--- src/rtl/motors_step_driver.sv ---
// motors_step_driver
//   Responder side of the motors trigger/rdy/done handshake. An accepted
//   trigger latches one step command per axis and drives the direction lines.
//   The block then waits a direction setup time and emits one timed step pulse
//   per enabled axis. A hold time follows before completion is reported.
//   All timing is counted in clk_en ticks.
//
// Ports
//   clk          system clock
//   reset        asynchronous active-low reset
//   clk_en       advance strobe; state and counter move only when 1
//   trigger      start request, sampled only in IDLE
//   x_en/y_en    axis takes a step this command
//   x_dir_in/y_dir_in  direction for this command (1 = positive)
//   motors_rdy   ready to accept a trigger
//   motors_done  idle, or command complete
//   x_step/y_step  step pulses
//   x_dir/y_dir    latched direction outputs
module motors_step_driver #(
  parameter int DIR_SETUP_TICKS = 2,
  parameter int PULSE_TICKS     = 4,
  parameter int HOLD_TICKS      = 4
) (
  input  logic clk,
  input  logic reset,
  input  logic clk_en,
  input  logic trigger,
  input  logic x_en,
  input  logic x_dir_in,
  input  logic y_en,
  input  logic y_dir_in,
  output logic motors_rdy,
  output logic motors_done,
  output logic x_step,
  output logic x_dir,
  output logic y_step,
  output logic y_dir
);

  localparam int MAX_A = (DIR_SETUP_TICKS > PULSE_TICKS) ? DIR_SETUP_TICKS : PULSE_TICKS;
  localparam int MAX_T = (MAX_A > HOLD_TICKS) ? MAX_A : HOLD_TICKS;
  localparam int CW    = (MAX_T > 1) ? $clog2(MAX_T) : 1;

  localparam logic [CW-1:0] SETUP_LD = CW'(DIR_SETUP_TICKS - 1);
  localparam logic [CW-1:0] PULSE_LD = CW'(PULSE_TICKS - 1);
  localparam logic [CW-1:0] HOLD_LD  = CW'(HOLD_TICKS - 1);

  typedef enum logic [2:0] {
    S_IDLE  = 3'd0,
    S_SETUP = 3'd1,
    S_PULSE = 3'd2,
    S_HOLD  = 3'd3,
    S_DONE  = 3'd4
  } state_e;

  state_e        state_q, state_d;
  logic [CW-1:0] cnt_q, cnt_d;
  logic          xen_q, xen_d;
  logic          yen_q, yen_d;
  logic          xdir_q, xdir_d;
  logic          ydir_q, ydir_d;

  // State register
  always_ff @(posedge clk or negedge reset) begin
    if (!reset) begin
      state_q <= S_IDLE;
      cnt_q   <= '0;
      xen_q   <= 1'b0;
      yen_q   <= 1'b0;
      xdir_q  <= 1'b0;
      ydir_q  <= 1'b0;
    end else begin
      state_q <= state_d;
      cnt_q   <= cnt_d;
      xen_q   <= xen_d;
      yen_q   <= yen_d;
      xdir_q  <= xdir_d;
      ydir_q  <= ydir_d;
    end
  end

  // Next-state logic. Each timed state loads N-1 on entry and leaves on the
  // enabled edge where the counter reads 0, so it lasts exactly N ticks.
  always_comb begin
    state_d = state_q;
    cnt_d   = cnt_q;
    xen_d   = xen_q;
    yen_d   = yen_q;
    xdir_d  = xdir_q;
    ydir_d  = ydir_q;
    if (clk_en) begin
      unique case (state_q)
        S_IDLE: begin
          if (trigger) begin
            xen_d  = x_en;
            yen_d  = y_en;
            xdir_d = x_dir_in;
            ydir_d = y_dir_in;
            if (x_en || y_en) begin
              state_d = S_SETUP;
              cnt_d   = SETUP_LD;
            end else begin
              // No axis moves: complete at once, but the dirs still update.
              state_d = S_DONE;
            end
          end
        end
        S_SETUP: begin
          if (cnt_q == '0) begin
            state_d = S_PULSE;
            cnt_d   = PULSE_LD;
          end else begin
            cnt_d = cnt_q - 1'b1;
          end
        end
        S_PULSE: begin
          if (cnt_q == '0) begin
            state_d = S_HOLD;
            cnt_d   = HOLD_LD;
          end else begin
            cnt_d = cnt_q - 1'b1;
          end
        end
        S_HOLD: begin
          if (cnt_q == '0) begin
            state_d = S_DONE;
            cnt_d   = '0;
          end else begin
            cnt_d = cnt_q - 1'b1;
          end
        end
        S_DONE:  state_d = S_IDLE;
        default: begin
          state_d = S_IDLE;
          cnt_d   = '0;
        end
      endcase
    end
  end

  // Moore outputs, decoded from the state and the latched command only.
  always_comb begin
    motors_rdy  = 1'b0;
    motors_done = 1'b0;
    x_step      = 1'b0;
    y_step      = 1'b0;
    x_dir       = xdir_q;
    y_dir       = ydir_q;
    unique case (state_q)
      S_IDLE: begin
        motors_rdy  = 1'b1;
        motors_done = 1'b1;
      end
      S_PULSE: begin
        x_step = xen_q;
        y_step = yen_q;
      end
      S_DONE:  motors_done = 1'b1;
      default: ;
    endcase
  end

endmodule

--- config.mk ---
export PLATFORM = sky130hd
export DESIGN_NAME = motors_step_driver
export DESIGN_NICKNAME = d
export VERILOG_FILES = /design/src/rtl/motors_step_driver.sv
export SDC_FILE = /design/constraint.sdc
export NUM_CORES = 1
export LEC_CHECK = 0
export BUFFER_PORTS_ARGS = -buffer_cell sky130_fd_sc_hd__buf_2
export CAP_MARGIN = 30
export CORE_AREA = 3 3 40 42
export DETAILED_ROUTE_END_ITERATION = 10
export DIE_AREA = 0 0 43 45
export PLACE_DENSITY = 0.68
export SLEW_MARGIN = 10
export SYNTH_ARGS = -nofsm -noshare
export SYNTH_HDL_FRONTEND = slang
export SYNTH_SLANG_ARGS = --single-unit
--- constraint.sdc ---
create_clock -name clk -period 1.2 [get_ports clk]
set_input_delay 0.18 -clock clk [delete_from_list [all_inputs] [get_ports clk]]
set_output_delay 0.18 -clock clk [all_outputs]
set_load 0.03 [all_outputs]
[After elaboration in Yosys (flattened, before gate mapping)]
Cells that the tools add are included.
Operators by class
  div/mod/pow operators: 0
  shift-type cells: 0
  bitwise gates (word level): 1
  equal/unequal tests: 9
  magnitude comparators: 0
  multiplexer cells: 15
  reduce and logical (&&, ||, !) cells: 8
  $mul: 0
  $add $sub $neg: 1
Operators by type and width (count)
  two-way mux 3 bit: 5
  case mux 3 bit (4 select lines): 1
  != test 2 bit (second input constant): 5
  two-way mux 2 bit: 4
  case mux 2 bit (4 select lines): 1
  equality test 3 x 2 -> 1 bit (second input constant): 2
  AND reduction 5 bit: 1
  two-way mux 1 bit: 4
  AND reduction 4 bit: 1
  OR reduction 2 bit: 2
  equality test 3 x 1 -> 1 bit (second input constant): 1
  equality test 3 bit (second input constant): 1
  logical NOT 3 bit: 1
  AND reduction 3 bit: 1
  logical NOT 2 bit: 1
  subtractor 2 x 1 -> 2 bit (second input constant): 1
  logical OR 1 bit: 1
  NOT 1 bit: 1
Storage, ports and cells
  memory bits (read-only): 0
  output and inout port bits: 6
  latch bits: 0
  memories: 0
  register bits after elaboration: 9
  memory bits (writable): 0
  logic and storage cells: 40

[Logic depth before layout (Yosys ltp)]
  depth in word-level cells: 4
  gate-level depth with buffers: 6
  depth with buffers taken out: 6

[Worst setup path before layout]
No wires, ideal clock.
  path kind: reg-to-reg
  start point: register state_q[2]
  end point: register xdir_q, in the netlist x_dir
  data required time: 1073 ps
  arrival time: 1612 ps
  cell stages (with the launch flop): 6
  clock period less this slack: 1739 ps
  buffers on the path: 2
  setup slack: -539 ps
  cell sequence: dfrtp_1 buf_4 nor3_2 and3_1 buf_4 mux2_1
On the way
  word-level cells in the longest chain between the ends: 2
Ends and longest elaborated chain
  from (decl): RTL line 56  | state_e state_q, state_d;
  from (signal assigned): RTL line 73  | state_q <= state_d;
  logical NOT 3 bit: RTL line 92  | unique case (state_q)
  AND reduction 3 bit (no source line)
  to (signal assigned): RTL line 77  | xdir_q <= xdir_d;
  to (decl): RTL line 60  | logic xdir_q, xdir_d;
Every way passes these cells.
A chain may end at the register's enable or synchronous reset.

[Worst setup path after layout]
  start point: register state_q[2]
  end point: output y_step
On the way
  word-level cells in the longest chain between the ends: 2
Ends and longest elaborated chain
  equality test 3 x 2 -> 1 bit: RTL line 149  | unique case (state_q)
  two-way mux 1 bit: RTL line 149
  to (decl): RTL line 36  | output logic y_step,
Every way passes these cells.

==> flow_summary.json <==
{
  "worst_pin_slew_ns": 0.3456,
  "cts_tree": "done",
  "synth_area_leaders": "dfrtp_1 (40%), mux2_1 (8.0%), ha_1 (6.7%)",
  "rsz0062_at_grt": "yes",
  "coreArea_sq_um": 1285,
  "avgRoutedWirePerCell_um": 14.99,
  "fmax_ghz": 0.6985,
  "grt_remaining_overflow": 0,
  "clockBufferDepth": 2,
  "clkTransAtPathRegs_ns": 0.06,
  "setup_violations": 12,
  "wl_met3_um": 74,
  "hold_viol": 0,
  "fin_crit_sh_pct": 119.3,
  "hpwlAfterDp_um": 1085,
  "num_vias": 549,
  "antennaDiodeCount": 0,
  "start_kind": "register",
  "die-width_um": 43,
  "die_y_um": 45,
  "swShare_pct": 40.03,
  "fin_crit_ns": 1.432,
  "p_per_area_nw_per_um2": 2781,
  "crit_fanout": 3,
  "synth_nets": 67,
  "fillerInstances": 91,
  "fin_area_sq_um": 993.5,
  "ant_nets": 0,
  "wl_met2_um": 793,
  "first_pass_iters": 4,
  "numClockSinks": 9,
  "clk_latency_ns": 0.26,
  "syn_inst": 56,
  "critPathKind": "reg -> out",
  "first_global_vias": 547,
  "grt.total_usage_pct": 17.97,
  "ir_drop_mv": 1.495,
  "grt_pass1_wl_um": 2490,
  "layout_commonest_cell": "buf_6",
  "pwr-share-comb_pct": 70.7,
  "top_layer": "met4",
  "final_nets": 105,
  "seqPwrFrac_pct": 20.7,
  "final_max_slew_viol_count": 0,
  "fin_ws_ns": -0.2316,
  "clockRootBuffer": "clkbuf_4",
  "synth-seq-area-share_pct": 40.18,
  "postRouteWirelength_um": 1619,
  "hold_path.class": "in -> reg",
  "wl_met1_um": 703,
  "worst_slew_margin_rel_pct": 76.88,
  "area_delta_synth_final_pct": 77.23,
  "syn_area_sq_um": 560.5,
  "io_pins": 14,
  "ys_seq_elements": 9,
  "final_cell_mix": "buf_6 (14), buf_4 (13), buf_2 (9)",
  "place_area_sq_um": 759.5,
  "h-tree-depth": 1,
  "status": "complete, but fails checks",
  "drc": 0,
  "crit_path_end_kind": "primary output",
  "violations": "negative setup slack",
  "synth_top_area_share_pct": 40.18,
  "p_clk_share_pct": 8.6,
  "setup_tns_ns": -1.986,
  "synth_area_per_cell_sq_um": 10.01,
  "num_rows": 13,
  "leakage_nw": 0.4760,
  "cts_made_buffers": 3,
  "drtIter0Drc": 11,
  "synth.distinct_cells": 27,
  "gp_congestion": 0.8373,
  "synth_warnings": 0,
  "port_buffers": 13,
  "dieArea_sq_um": 1935,
  "maxCapViolations": 0,
  "viasPerCell": 5.083,
  "grt_max_degree": 10,
  "crit_arrival_ns": 1.25,
  "synth.largest_area_cell": "dfrtp_1",
  "antenna_found_initial": 0,
  "p_int_mw": 1.657,
  "start_util_pct": 43.62,
  "required_ns": 1.02,
  "drive_above_1_share_pct": 70.97,
  "skew_ns": 0.002196,
  "dp_worst_setup_slack_ns": -0.2315,
  "power_switching_mw": 1.106
}
## synth_stat cells
| cell | count |
|---|---|
| nor3_1 | 1 |
| o21ai_0 | 1 |
| ha_1 | 3 |
| a31oi_1 | 1 |
| o2bb2ai_1 | 1 |
| buf_4 | 3 |
| a32o_1 | 1 |
| and3_1 | 3 |
| dfrtp_1 | 9 |
| nand2_1 | 5 |
| and2_1 | 1 |
| a21oi_1 | 2 |
| inv_1 | 4 |
| mux2_2 | 1 |
| xnor2_1 | 1 |
| nor2_1 | 4 |
| a21boi_1 | 1 |
| nor2_2 | 1 |
| nor3_2 | 1 |
| o22ai_1 | 1 |
| mux2_1 | 4 |
| o32ai_2 | 1 |
| nor3b_1 | 1 |
| buf_6 | 1 |
| o21ai_1 | 2 |
| nand2b_1 | 1 |
| mux2i_1 | 1 |
## metrics by stage
step / power, mW / util (%) / cells / hold slack, ns
after detailed placement: 1.946 / 59.10 / 97 / 0.04598
after global placement: 1.906 / 59.10 / 97 / 0.04157
final: 2.763 / 77.31 / 108 / 0.1589
after CTS: 2.599 / 73.52 / 107 / 0.1512
after global routing: 2.942 / 77.31 / 108 / 0.1441
after floorplan: 1.419 / - / 56 / -0.1156
## cells by family after synthesis
| logic type | share of synthesized area, % |
|---|---|
| compound gates | 14.29 |
| xor+xnor | 1.563 |
| fa+ha+maj | 6.697 |
| buf+inv | 8.704 |
| flops | 40.18 |
| mux | 11.83 |
| simple gates | 16.74 |
## routing by layer
layer | global-route usage (%) | up-vias
met1 | 23.70 | 253
met2 | 26.95 | 22
met5 | 0 | -
met3 | 3.586 | 4
li1 | - | 270
met4 | 11.45 | 0
## flip-flops by register name (all words and copies together) (netlist names)
register,flops
state_q,3
cnt_q,2
x_dir,1
xen_q,1
y_dir,1
yen_q,1
## path summary, 6_finish.rpt
check	start	endpoint	slack, ns	cells after the start
setup / recovery	state_q[2]	y_step	-0.23	4
setup reg to reg	state_q[2]	xen_q	-0.19	4
hold reg to reg	y_dir	y_dir	0.51	1
min in group asynchronous	reset	xen_q	0.31	2
hold / removal	x_dir_in	x_dir	0.16	2
max in group asynchronous	reset	state_q[0]	0.69	2
## critical path, stage by stage (launching register included)
cell	delay (ns)
dfrtp_1	0.42
buf_6	0.14
nor2_4	0.12
and3_4	0.19
buf_6	0.12
## power groups by stage
stage | clock network (mW) | registers [mW] | logic, mW
after floorplan | 0 | 0.581 | 0.837
after global placement | 0 | 0.550 | 1.36
after detailed placement | 0 | 0.559 | 1.39
after CTS | 0.242 | 0.563 | 1.79
after global routing | 0.269 | 0.592 | 2.08
final | 0.237 | 0.573 | 1.95
## layout make-up
type	count	area, sq um	area share (%)
clock buffer	4	26.28	2.645
inverter	4	15.01	1.511
multi-input combinational	39	395.4	39.80
sequential	9	227.7	22.92
tap	15	18.77	1.889
timing repair buffer	37	310.3	31.23
## timing repair
action                     CTS  global route
setup endpoints to repair   13            13
hold buffers                 1             0
pin swaps                    5             8
gates cloned                 0             0
hold endpoints to repair     9             0
buffers inserted             5             2
gates resized for setup     30            12
Power figures use the tool's default switching activity.
